### config.mk
export PLATFORM = sky130hd
export DESIGN_NAME = pipeline_ctrl
export DESIGN_NICKNAME = d
export VERILOG_FILES = /design/src/rtl/pipeline_ctrl_pkg.sv /design/src/rtl/pipeline_ctrl_hazard_detect.sv /design/src/rtl/pipeline_ctrl.sv
export SDC_FILE = /design/constraint.sdc
export NUM_CORES = 1
export LEC_CHECK = 0
export CAP_MARGIN = 10
export CORE_MARGIN = 2
export CORE_UTILIZATION = 54
export CTS_CLUSTER_DIAMETER = 60
export DETAILED_ROUTE_END_ITERATION = 8
export GPL_TIMING_DRIVEN = 0
export PLACE_DENSITY_LB_ADDON = 0.15
export SYNTH_ARGS = -nofsm -noshare
export SYNTH_HDL_FRONTEND = slang
export SYNTH_SLANG_ARGS = --single-unit
### constraint.sdc
create_clock -name clk -period 3.7 [get_ports clk]
set_input_delay 0.74 -clock clk [delete_from_list [all_inputs] [get_ports clk]]
set_output_delay 0.74 -clock clk [all_outputs]
set_load 0.03 [all_outputs]
### src/rtl/pipeline_ctrl_pkg.sv
// Shared types and constants for the pipeline sequencer and its stage registers.
package pipeline_ctrl_pkg;

  typedef enum logic [1:0] {
    ST_RUN        = 2'd0,
    ST_DMEM_WAIT  = 2'd1,
    ST_REDIR_PEND = 2'd2,
    ST_FAULT      = 2'd3
  } state_e;

  // Index of each stage register in the enable/flush vectors
  localparam int STG_IFID  = 0;
  localparam int STG_IDEX  = 1;
  localparam int STG_EXMEM = 2;
  localparam int STG_MEMWB = 3;
  localparam int NUM_STG   = 4;

  localparam int REG_W  = 5;
  localparam int WAIT_W = 16;

endpackage

### src/rtl/pipeline_ctrl_hazard_detect.sv
// Load-use hazard compare between the instruction in ID and a load sitting in EX.
module hazard_detect
  import pipeline_ctrl_pkg::*;
(
  input  logic [REG_W-1:0] id_reg_s,
  input  logic [REG_W-1:0] id_reg_t,
  input  logic             id_uses_s,
  input  logic             id_uses_t,
  input  logic             ex_mem_read,
  input  logic [REG_W-1:0] ex_reg_probe,
  output logic             load_use
);

  logic hitS;
  logic hitT;

  assign hitS = id_uses_s && (id_reg_s == ex_reg_probe);
  assign hitT = id_uses_t && (id_reg_t == ex_reg_probe);

  // Register 0 is hard-wired, so a load targeting it never creates a dependency
  assign load_use = ex_mem_read && (ex_reg_probe != '0) && (hitS || hitT);

endmodule

### src/rtl/pipeline_ctrl.sv
// Pipeline sequencer: stage enables/flushes, PC control, stall/flush statistics
// and a data-memory timeout fault.
module pipeline_ctrl
  import pipeline_ctrl_pkg::*;
#(
  parameter int unsigned TIMEOUT = 255,
  parameter int unsigned CNT_W   = 32
) (
  input  logic             clk,
  input  logic             reset,
  input  logic [REG_W-1:0] id_reg_s,
  input  logic [REG_W-1:0] id_reg_t,
  input  logic             id_uses_s,
  input  logic             id_uses_t,
  input  logic             ex_mem_read,
  input  logic [REG_W-1:0] ex_reg_probe,
  input  logic             mem_redirect,
  input  logic             mem_access,
  input  logic             dmem_ready,
  input  logic             imem_ready,
  output logic             pc_we,
  output logic             ifid_we,
  output logic             idex_we,
  output logic             exmem_we,
  output logic             memwb_we,
  output logic             ifid_flush,
  output logic             idex_flush,
  output logic             exmem_flush,
  output logic             memwb_flush,
  output logic             pc_sel,
  output logic             fault,
  output logic [CNT_W-1:0] stall_count,
  output logic [CNT_W-1:0] flush_count
);

  localparam logic [WAIT_W-1:0] TIMEOUT_W = WAIT_W'(TIMEOUT);

  state_e              state_q, state_d;
  logic [WAIT_W-1:0]   wait_cnt_q, wait_cnt_d;
  logic [CNT_W-1:0]    stall_cnt_q, stall_cnt_d;
  logic [CNT_W-1:0]    flush_cnt_q, flush_cnt_d;

  logic                loadUse;
  logic                dStall;
  logic                dStallCyc;
  logic                redirAcc;
  logic                pcWe;
  logic                pcSel;
  logic [NUM_STG-1:0]  stgWe;
  logic [NUM_STG-1:0]  stgFlush;

  hazard_detect u_hazard_detect (
    .id_reg_s     (id_reg_s),
    .id_reg_t     (id_reg_t),
    .id_uses_s    (id_uses_s),
    .id_uses_t    (id_uses_t),
    .ex_mem_read  (ex_mem_read),
    .ex_reg_probe (ex_reg_probe),
    .load_use     (loadUse)
  );

  assign dStall = mem_access && !dmem_ready;

  always_comb begin
    stgWe     = '1;
    stgFlush  = '0;
    pcWe      = 1'b1;
    pcSel     = 1'b0;
    state_d   = state_q;
    dStallCyc = 1'b0;
    redirAcc  = 1'b0;

    if (state_q == ST_FAULT) begin
      stgWe = '0;
      pcWe  = 1'b0;
    end else if (dStall) begin
      dStallCyc           = 1'b1;
      pcWe                = 1'b0;
      stgWe[STG_IFID]     = 1'b0;
      stgWe[STG_IDEX]     = 1'b0;
      stgWe[STG_EXMEM]    = 1'b0;
      stgFlush[STG_MEMWB] = 1'b1;
      if (wait_cnt_q == TIMEOUT_W) begin
        state_d = ST_FAULT;
      end else if (state_q == ST_REDIR_PEND) begin
        // Keep discarding the stale fetch until imem has answered it
        stgFlush[STG_IFID] = 1'b1;
        if (imem_ready) begin
          state_d = ST_DMEM_WAIT;
        end
      end else begin
        state_d = ST_DMEM_WAIT;
      end
    end else if (state_q == ST_REDIR_PEND) begin
      pcWe               = 1'b0;
      stgFlush[STG_IFID] = 1'b1;
      if (imem_ready) begin
        state_d = ST_RUN;
      end
    end else begin
      state_d = ST_RUN;
      if (mem_redirect) begin
        redirAcc            = 1'b1;
        pcSel               = 1'b1;
        stgFlush[STG_IFID]  = 1'b1;
        stgFlush[STG_IDEX]  = 1'b1;
        stgFlush[STG_EXMEM] = 1'b1;
        if (!imem_ready) begin
          state_d = ST_REDIR_PEND;
        end
      end else if (loadUse) begin
        pcWe               = 1'b0;
        stgWe[STG_IFID]    = 1'b0;
        stgFlush[STG_IDEX] = 1'b1;
      end else if (!imem_ready) begin
        pcWe               = 1'b0;
        stgFlush[STG_IFID] = 1'b1;
      end
    end

    // Reset holds every stage cleared and frozen
    if (!reset) begin
      stgWe    = '0;
      stgFlush = '1;
      pcWe     = 1'b0;
      pcSel    = 1'b0;
    end
  end

  always_comb begin
    wait_cnt_d  = dStallCyc ? (wait_cnt_q + WAIT_W'(1)) : '0;
    stall_cnt_d = stall_cnt_q;
    flush_cnt_d = flush_cnt_q;
    if (!pcWe && !(&stall_cnt_q)) begin
      stall_cnt_d = stall_cnt_q + CNT_W'(1);
    end
    if (redirAcc && !(&flush_cnt_q)) begin
      flush_cnt_d = flush_cnt_q + CNT_W'(1);
    end
  end

  always_ff @(posedge clk or negedge reset) begin
    if (!reset) begin
      state_q     <= ST_RUN;
      wait_cnt_q  <= '0;
      stall_cnt_q <= '0;
      flush_cnt_q <= '0;
    end else begin
      state_q     <= state_d;
      wait_cnt_q  <= wait_cnt_d;
      stall_cnt_q <= stall_cnt_d;
      flush_cnt_q <= flush_cnt_d;
    end
  end

  assign pc_we       = pcWe;
  assign pc_sel      = pcSel;
  assign ifid_we     = stgWe[STG_IFID];
  assign idex_we     = stgWe[STG_IDEX];
  assign exmem_we    = stgWe[STG_EXMEM];
  assign memwb_we    = stgWe[STG_MEMWB];
  assign ifid_flush  = stgFlush[STG_IFID];
  assign idex_flush  = stgFlush[STG_IDEX];
  assign exmem_flush = stgFlush[STG_EXMEM];
  assign memwb_flush = stgFlush[STG_MEMWB];
  assign fault       = (state_q == ST_FAULT);
  assign stall_count = stall_cnt_q;
  assign flush_count = flush_cnt_q;

endmodule

==> results.toml <==
[outcome]
status = "finished clean"

[placement]
dp_hpwl_um = 6850
place_ws_ns = -0.408
port-buffer-count = 98
place_congestion = 0.801
placed_area_um2 = 5250

[worst_setup_path]
criticalPathCategory = "primary input to primary output"
cpPeakStageDelay_ns = 0.57
crit_chain = "clkdlybuf4s50_1, xnor2_1, nand4_1, o22a_1, nor2_1, inv_1, o311ai_0, clkbuf_2"
cp_slowest_cell = "clkdlybuf4s50_1"
worstSetupEndpointType = "primary output"
startpoint_type = "primary input"
cp_max_fo = 3
reg2reg_slack_ns = 1.25
critPathArrivalTime_ns = 2.80
crit_required_ns = 2.96

[power_and_ir_drop]
p_switching_mw = 0.754
vdd_ir_drop_max_v = 0.000499
comb_power_share_pct = 25.5
power_leakage_nw = 2.30
power_switching_share_pct = 31.8
seqPwrFrac_pct = 45.4
clockPowerShare_pct = 29.2
power_density_nw_per_um2 = 436
internal_power_mw = 1.62

[timing]
finalCritPeriodShare_pct = 95.6
timing.fmax_mhz = 283
slew_headroom_pct = 47.6
hold_violations = 0
fin_hold_ws_ns = 0.343
finalSetupTns_ns = 0
finalMaxSlewViolations = 0
worstMarginPinSlew_ns = 0.782
setup_viol = 0
period_needed_ns = 3.54
fin_skew_ns = 0.00924
setup_slack_ns = 0.163
rsz0062_at_grt = "false"

[logic_synthesis]
synth_area_leaders = "dfrtp_1 (50%), xnor2_1 (12%), xor2_1 (5.1%), nand4_1 (4.7%), nand2_1 (3.6%)"
syn_inst = 397
yosysMostFrequentCell = "dfrtp_1"
ys_types = 46
synth_top_flop_cell = "dfrtp_1"
ys_ff_latch = 82
async_flop_share_pct = 100
avgSynthCellArea_um2 = 10.4
yosysSeqAreaShare_pct = 49.8
synthTopCellsByCount = "dfrtp_1 (82), xnor2_1 (58), nand2_1 (39), nand4_1 (31), xor2_1 (24)"
synth_edf_count = 0
ys_warn_count = 0
synth_area_um2 = 4120
synth_top_area_share_pct = 49.8
synth_nets = 424
synth_largest_area_cell = "dfrtp_1"

[clock_network]
clkTransAtPathRegs_ns = 0.09
clock_latency_ns = 0.35
cts_buffer_depth = 2
cts-root-buf = "clkbuf_8"
cts_made_buffers = 9
cts_tree = "yes"
clock_sinks = 82
post-cts-setup-buffers = 0
h-tree-depth = 3

[routing]
wirelength_um = 9530
drc_errors = 0
wl_per_cell_um = 15.6
antenna_left = 0
routed_via_density = 5.55
vias = 3387
dr.pass1.iters = 4
drt_iter0_drc = 178

[final_layout]
layout.nets = 534
area_delta_synth_final_pct = 32.3
final_util_pct = 74.3
fill_cells = 537
diodes = 0
layout-drive-gt1-share_pct = 6.85
fin_area_um2 = 5450

[job]
drv_cap = 0

[die]
dieArea_um2 = 8340
start_util_pct = 56.2
row_count = 31
core_um2 = 7330
die_w_um = 91.3
io_pins = 99
die_y_um = 91.3

[grt]
grt_first_pass_wirelength_um = 16200
antenna_found_initial = 0
grt_pass1_vias = 3372
grt_max_degree = 53
grt_use_total_pct = 24.0
globalRouteOverflowTotal = 0

[min_path]
hp-class = "primary input to asynchronous set/reset pin"
worst paths after layout:
kind                                                  from                     endpoint  depth (start not counted)
worst max-delay path                       ex_reg_probe[0]                   idex_flush                          8
worst min-delay path                                 reset      wait_cnt_q[0]$_DFF_PN0_                          1
worst max register to register  stall_count[0]$_DFFE_PN0P_  stall_count[25]$_DFFE_PN0P_                          9
worst min register to register     wait_cnt_q[0]$_DFF_PN0_      wait_cnt_q[0]$_DFF_PN0_                          1
max in group asynchronous                            reset      wait_cnt_q[8]$_DFF_PN0_                          2
min in group clk                   wait_cnt_q[0]$_DFF_PN0_      wait_cnt_q[0]$_DFF_PN0_                          1
cell type report:
cell class,count,area (um^2),area share (%)
flip-flops and latches,82,2050,37.7
repair buffers,99,993,18.2
well taps,99,124,2.27
multi-input cells,297,1970,36.2
clock buffers,9,124,2.27
plain buffers,10,67.6,1.24
clock inverters,6,82.6,1.52
inverters,8,30.0,0.551
layer usage:
layer  routed length [um]  up-vias  global-route usage [%]
met2                 4600      113                    38.9
li1                     -     1620                       -
met5                    0        -                       0
met1                 4370     1643                    32.3
met3                  427       11                    4.48
met4                  129        0                    8.96
per-stage QoR:
| stage | cells | total power [mW] |
|---|---|---|
| 5_1_grt | 610 | 2.47 |
| 4_1_cts | 610 | 2.38 |
| 3_3_place_gp | 594 | 1.69 |
| 2_1_floorplan | 397 | 1.42 |
| 6_report | 610 | 2.37 |
| 3_5_place_dp | 595 | 1.70 |
power by group through the flow:
stage          registers, mW  clock network, mW  logic (mW)
4_1_cts                 1.07              0.699       0.612
3_5_place_dp            1.09                  0       0.613
2_1_floorplan           1.22                  0       0.201
5_1_grt                 1.09              0.736       0.647
3_3_place_gp            1.09                  0       0.597
6_report                1.08              0.692       0.605
state kept, by name, summed over array words and instances, names as in the netlist:
name / flops
flush_count: 32
state_q: 2
wait_cnt_q: 16
stall_count: 32
what timing repair did:
| item | in CTS | in global routing |
|---|---|---|
| hold buffers | 0 | 0 |
| resized for setup | 9 | 6 |
| gates cloned | 0 | 0 |
| endpoints found under the setup margin | 5 | 2 |
logic make-up after synthesis:
family / after synthesis / share of synthesized area, %
adders and majority gates: 3 / 0.912
and+or+nand+nor: 185 / 24.6
xor gates and xnor gates: 82 / 17.4
buffers and inverters: 18 / 2.37
DFF: 82 / 49.8
AOI/OAI and AO/OA: 25 / 4.29
muxes: 2 / 0.547
placed cells by master (no fill, tap or decap), drive strengths merged, types with 2 or more instances in the layout:
cell type | Yosys | layout
or3b | 2 | 2
nor3b | 2 | 2
nor4 | 3 | 3
or3 | 5 | 5
dlygate4sd2 | 0 | 2
or4 | 2 | 2
xor2 | 24 | 24
nor2 | 23 | 23
a21oi | 7 | 7
nand4 | 32 | 32
clkinv | 0 | 3
bufinv | 0 | 2
inv | 8 | 8
mux2 | 2 | 2
o21ai | 7 | 7
nand2 | 39 | 39
xnor2 | 58 | 58
and2 | 6 | 6
and4 | 8 | 8
dfrtp | 82 | 82
nor2b | 3 | 3
o311a | 2 | 2
nor3 | 12 | 12
clkbuf | 5 | 15
and3 | 22 | 22
buf | 5 | 8
ha | 3 | 3
clkdlybuf4s50 | 0 | 93
nand3 | 21 | 21
critical path: cells and delay by family:
family	cells	cell delay, ns
buffers and inverters	3	0.98
AOI/OAI and AO/OA	2	0.58
and+or+nand+nor	2	0.35
xor gates and xnor gates	1	0.14
(Power assumes the default switching activity.)
